### src/rtl/x_buffer_ctrl.sv
// x_buffer_ctrl: sequencing controller for the X operand buffer.
//
// Gates the incoming byte stream into the X buffer until one full tile
// (LOAD_BYTES) is loaded. It then runs NUM_COLS MAC passes over the tile and
// issues one buffer shift between consecutive passes. A done pulse marks the
// end of the frame.
//
// Ports:
//   clk, rst         system clock (rising edge), async active-high reset
//   start            begin a frame (sampled only in IDLE)
//   abort            synchronous abort back to IDLE from any state
//   in_valid         input byte valid
//   in_ready         byte accepted when in_valid is high (same as input_load_en)
//   input_load_en    load enable to the X buffer
//   xload_done       buffer's own last-byte flag, used only for consistency checking
//   x_shift          one-cycle shift command to the X buffer
//   mac_start        one-cycle pulse starting a MAC pass
//   mac_done         MAC pass complete (sampled only in WAIT)
//   busy             high in every state except IDLE
//   done             one-cycle pulse at frame end
//   load_err         sticky load-count mismatch flag, cleared by start or rst
module x_buffer_ctrl #(
  parameter int unsigned LOAD_BYTES = 32,
  parameter int unsigned NUM_COLS   = 8,
  parameter int unsigned CNT_W      = 5,
  parameter int unsigned COL_W      = 3
) (
  input  logic clk,
  input  logic rst,
  input  logic start,
  input  logic abort,
  input  logic in_valid,
  output logic in_ready,
  output logic input_load_en,
  input  logic xload_done,
  output logic x_shift,
  output logic mac_start,
  input  logic mac_done,
  output logic busy,
  output logic done,
  output logic load_err
);

  typedef enum logic [2:0] {
    StIdle,
    StLoad,
    StMac,
    StWait,
    StShift,
    StDone
  } state_e;

  localparam logic [CNT_W-1:0] LastByte = CNT_W'(LOAD_BYTES - 1);
  localparam logic [COL_W-1:0] LastCol  = COL_W'(NUM_COLS - 1);

  state_e             state_q, state_d;
  logic [CNT_W-1:0]   byte_cnt_q, byte_cnt_d;
  logic [COL_W-1:0]   col_cnt_q, col_cnt_d;
  logic               load_err_q, load_err_d;

  always_ff @(posedge clk or posedge rst) begin
    if (rst) begin
      state_q    <= StIdle;
      byte_cnt_q <= '0;
      col_cnt_q  <= '0;
      load_err_q <= 1'b0;
    end else begin
      state_q    <= state_d;
      byte_cnt_q <= byte_cnt_d;
      col_cnt_q  <= col_cnt_d;
      load_err_q <= load_err_d;
    end
  end

  // Next-state logic. Abort overrides everything, including start in IDLE;
  // load_err is left untouched so a mismatch stays visible after an abort.
  always_comb begin
    state_d    = state_q;
    byte_cnt_d = byte_cnt_q;
    col_cnt_d  = col_cnt_q;
    load_err_d = load_err_q;

    if (abort) begin
      state_d    = StIdle;
      byte_cnt_d = '0;
      col_cnt_d  = '0;
    end else begin
      case (state_q)
        StIdle: begin
          byte_cnt_d = '0;
          col_cnt_d  = '0;
          if (start) begin
            state_d    = StLoad;
            load_err_d = 1'b0;
          end
        end
        StLoad: begin
          if (in_valid) begin
            if (byte_cnt_q == LastByte) begin
              byte_cnt_d = '0;
              state_d    = StMac;
              // The buffer must agree that this is its last byte.
              if (!xload_done) begin
                load_err_d = 1'b1;
              end
            end else begin
              byte_cnt_d = byte_cnt_q + 1'b1;
            end
          end
        end
        StMac: begin
          state_d = StWait;
        end
        StWait: begin
          if (mac_done) begin
            state_d = (col_cnt_q == LastCol) ? StDone : StShift;
          end
        end
        StShift: begin
          col_cnt_d = col_cnt_q + 1'b1;
          state_d   = StMac;
        end
        StDone: begin
          state_d = StIdle;
        end
        default: begin
          state_d = StIdle;
        end
      endcase
    end
  end

  // Moore outputs. Load enable and shift come from distinct states, so they
  // can never be high together.
  always_comb begin
    input_load_en = 1'b0;
    x_shift       = 1'b0;
    mac_start     = 1'b0;
    done          = 1'b0;
    busy          = 1'b1;
    case (state_q)
      StIdle:  busy          = 1'b0;
      StLoad:  input_load_en = 1'b1;
      StMac:   mac_start     = 1'b1;
      StShift: x_shift       = 1'b1;
      StDone:  done          = 1'b1;
      default: ;
    endcase
  end

  assign in_ready = input_load_en;
  assign load_err = load_err_q;

endmodule
### config.mk
export PLATFORM = sky130hd
export DESIGN_NAME = x_buffer_ctrl
export DESIGN_NICKNAME = d
export VERILOG_FILES = /design/src/rtl/x_buffer_ctrl.sv
export SDC_FILE = /design/constraint.sdc
export NUM_CORES = 1
export LEC_CHECK = 0
export ABC_AREA = 1
export CAP_MARGIN = 20
export CORE_UTILIZATION = 45
export CTS_CLUSTER_DIAMETER = 40
export DETAILED_ROUTE_END_ITERATION = 8
export DONT_BUFFER_PORTS = 1
export SETUP_SLACK_MARGIN = 0.15
export SLEW_MARGIN = 20
export SYNTH_ARGS = -nofsm -noshare
export SYNTH_HDL_FRONTEND = slang
export SYNTH_SLANG_ARGS = --single-unit
### constraint.sdc
create_clock -name clk -period 1.8 [get_ports clk]
set_clock_uncertainty 0.05 [all_clocks]
set_input_delay 0.36 -clock clk [delete_from_list [all_inputs] [get_ports clk]]
set_output_delay 0.36 -clock clk [all_outputs]
set_load 0.01 [all_outputs]
==> impl_metrics.csv, run 1 <==
group,metric,value,unit
sta,setup_tns,0,ns
sta,max-slew-margin-rel,69.3,%
synthesis,yosysMostFrequentCell,"nand2_1",
final_layout,area_delta_synth_final,16.0,%
cts,cts_max_path_buffers,2,
setup_path,crit_path_frequent_cell,"nand2_1",
synthesis,synth_area,758,um^2
cts,clockRootBuffer,"clkbuf_4",
sta,fin_crit_sh,87.7,%
power,max-vdd-ir-drop,0.853,mV
final_layout,antenna-diode-count,0,
synthesis,ys_ff_latch,12,
drt,post_drt_via_cell_ratio,5.16,
grt,track_usage,17.0,%
power,power_density,1180,nW/um^2
synthesis,synth_top_area_share,39.6,%
floorplanning,die-area,1850,um^2
drt,drtPass1Iterations,4,
grt,grt_pass1_vias,600,
drt,drc,0,
floorplanning,core_area,1540,um^2
synthesis,yosysTopAreaCell,"dfrtp_1",
final_layout,multiInputGateArea,387,um^2
final_layout,fin_util,57.1,%
hold_path,hold_class,"primary input to flip-flop",
grt,antenna_found_initial,0,
cts,path_clk_slew,0.08,ns
placement,gp_congestion,0.749,
sta,fin_crit,1.58,ns
drt,vias,666,
hold_path,min_path_cells,3,
placement,io_buffers,0,
setup_path,worstSetupPathType,"flip-flop to flip-flop",
cts,h-tree-depth,1,
setup_path,cp-start-kind,"flip-flop",
synthesis,synth_cell_types,22,
final_layout,seq_area,302,um^2
placement,placed_cells,116,
setup_path,crit_chain,"ha_2, nand2_1, nor2_1, ha_1, inv_2, nand3_2, nor2_2, nand2_1, mux2i_1",
setup_path,cp.required,1.95,ns
synthesis,ys.flop_type,"dfrtp_1",
final_layout,fillCellCount,149,
synthesis,synth.yosys.seq_area_share,39.6,%
setup_path,critPathCaptureType,"flip-flop",
setup_path,cp_max_fo,3,
setup_path,max_stage_delay,0.41,ns
sta,setup_viol,0,
final_layout,drive_above_1_share,27.4,%
setup_path,critPathArrivalTime,1.73,ns
setup_path,reg2reg_depth,9,
floorplanning,pin_count,14,
grt,grt_first_pass_wirelength,2360,um
synthesis,yosys-top-cells-count,"nand2_1 (22), nand3_1 (14), dfrtp_1 (12)",
final_layout,fin_nets,125,
final_layout,final_cells,129,
synthesis,avgSynthCellArea,7.43,um^2
final_layout,final_area,880,um^2
floorplanning,die_w,43.1,um
sta,max_freq,633,MHz
grt,grt_use_met2,30.0,%
grt,use_met1,19.5,%
setup_path,slowest_stage,"dfrtp_1",
cts,clock_latency,0.27,ns
grt,grt_use_met3,6.38,%
synthesis,async_flop_share,100,%
grt,grt-ovfl-total,0,
sta,rsz0062_at_grt,"false",
sta,worst_pin_slew,0.460,ns
synthesis,syn_nets,113,
synthesis,synth_area_leaders,"dfrtp_1 (40%), nand2_1 (11%), nand3_1 (9.2%)",
drt,wirelength,1470,um
drt,ant_nets,0,
floorplanning,initial_core_util,49.2,%
cts,cts_sinks,12,
synthesis,ys_warn_count,0,
drt,drtIter0Drc,20,
sta,hold_violations,0,
job,cap_violations,0,
grt,top_usage_layer,"met2",
floorplanning,row_count,14,
cts,numCtsBuffers,3,
placement,dp_hpwl,1080,um
synthesis,syn_inst,102,
cts,cts_tree,"yes",
synthesis,synth-edff-count,0,
power,total_leakage_power,0.000463,uW
floorplanning,chipHeight,43.1,um
drt,routedWlPerCell,11.4,um
grt,grt_max_degree,13,
outcome,outcome,"completed",
placement,placed_area,762,um^2
sta,timing.final.max_slew_violations,0,
[per-stage QoR]
step                hold WS [ns]  total power [uW]  setup WS, ns
floorplan                  0.175               678         0.314
global placement           0.239               717         0.224
CTS                        0.197               950         0.189
finish                     0.205              1040         0.221
global route               0.209              1110        0.0965
detailed placement         0.245               722         0.201
[worst max-delay path: cells and delay by family (launching register included)]
kind,cells,cell delay [ns]
and+or+nand+nor,5,0.47
DFF,1,0.41
adders and majority gates,2,0.38
muxes,1,0.13
buffers and inverters,1,0.06
[report_power, final]
| part | internal (uW) | total, uW | switching (uW) |
|---|---|---|---|
| registers | 304 | 360 | 55.5 |
| clock network | 123 | 213 | 90.2 |
| logic | 193 | 463 | 270 |
[sequential cells by signal, summed over array words and instances (netlist names)]
signal / cells
load_err: 1
col_cnt_q: 3
byte_cnt_q: 5
state_q: 3
[layer usage]
metal  vias up  wire, um  share of wire (%)
li1        344         -                  -
met1       308       617                 42
met2        14       782                 53
met3         0        66                4.5
met4         0         0                  0
met5         -         0                  0
[final timing paths]
path | end | from | slack [ns]
worst max register to register | byte_cnt_q[0] | byte_cnt_q[0] | 0.22
min in group asynchronous | byte_cnt_q[0] | rst | 0.48
worst max-delay path | byte_cnt_q[0] | byte_cnt_q[0] | 0.22
worst min-delay path | state_q[0] | abort | 0.20
max in group asynchronous | state_q[0] | rst | 0.88
worst min register to register | col_cnt_q[0] | col_cnt_q[0] | 0.44
[timing repair]
action	in CTS	in global routing
gates resized for setup	2	4
hold buffers	1	0
setup buffers	0	8
endpoints found under the setup margin	3	8
pin swaps	0	2
hold endpoints to repair	12	0
[cell families (layout without fill, tap and decap cells)]
kind of cell,count (synthesis),after routing,share of synthesized area [%]
multiplexers,1,1,1.32
buffers and inverters,18,29,10.7
AND/OR/NAND/NOR,56,56,33.3
XOR/XNOR,1,1,1.16
flip-flops,12,12,39.6
AO/OA/AOI/OAI,10,10,7.26
adder cells (fa/ha/maj),4,4,6.60
[layout make-up]
cell class	count	share of cell area [%]
sequential	12	34.3
tap	16	2.28
timing repair buffer	10	8.82
inverter	15	6.54
multi-input combinational	72	44.0
clock buffer	4	4.13
[layout by cell type (no fill, tap or decap)]
cell type,count
clkinv_2,1
dfrtp_1,11
nand2_1,22
dlygate4sd3_1,1
nand3_1,14
inv_1,9
clkbuf_8,1
o22ai_1,1
dfrtp_2,1
ha_1,3
nand3_2,1
nor3_1,1
a21oi_1,1
o21ai_2,1
nand2_2,3
o21ai_1,4
mux2i_1,1
ha_2,1
buf_4,9
nor2_1,10
inv_2,5
clkbuf_4,3
nor2_4,1
xor2_1,1
nor2_2,4
o21ai_0,3
Note: power is estimated with default switching activity, not from simulation.
==> run 2: changes to the inputs <==
ABC_CLOCK_PERIOD_IN_PS = 1800   (was default)
HOLD_SLACK_MARGIN = 0.15   (was default)
==> results of run 2 <==
Final layout, timing and power as in run 1 (identical DEF).
==> run 3: changes to the inputs <==
SKIP_LAST_GASP = 1   (was default)
==> results of run 3 <==
Final layout, timing and power as in run 1 (identical DEF).
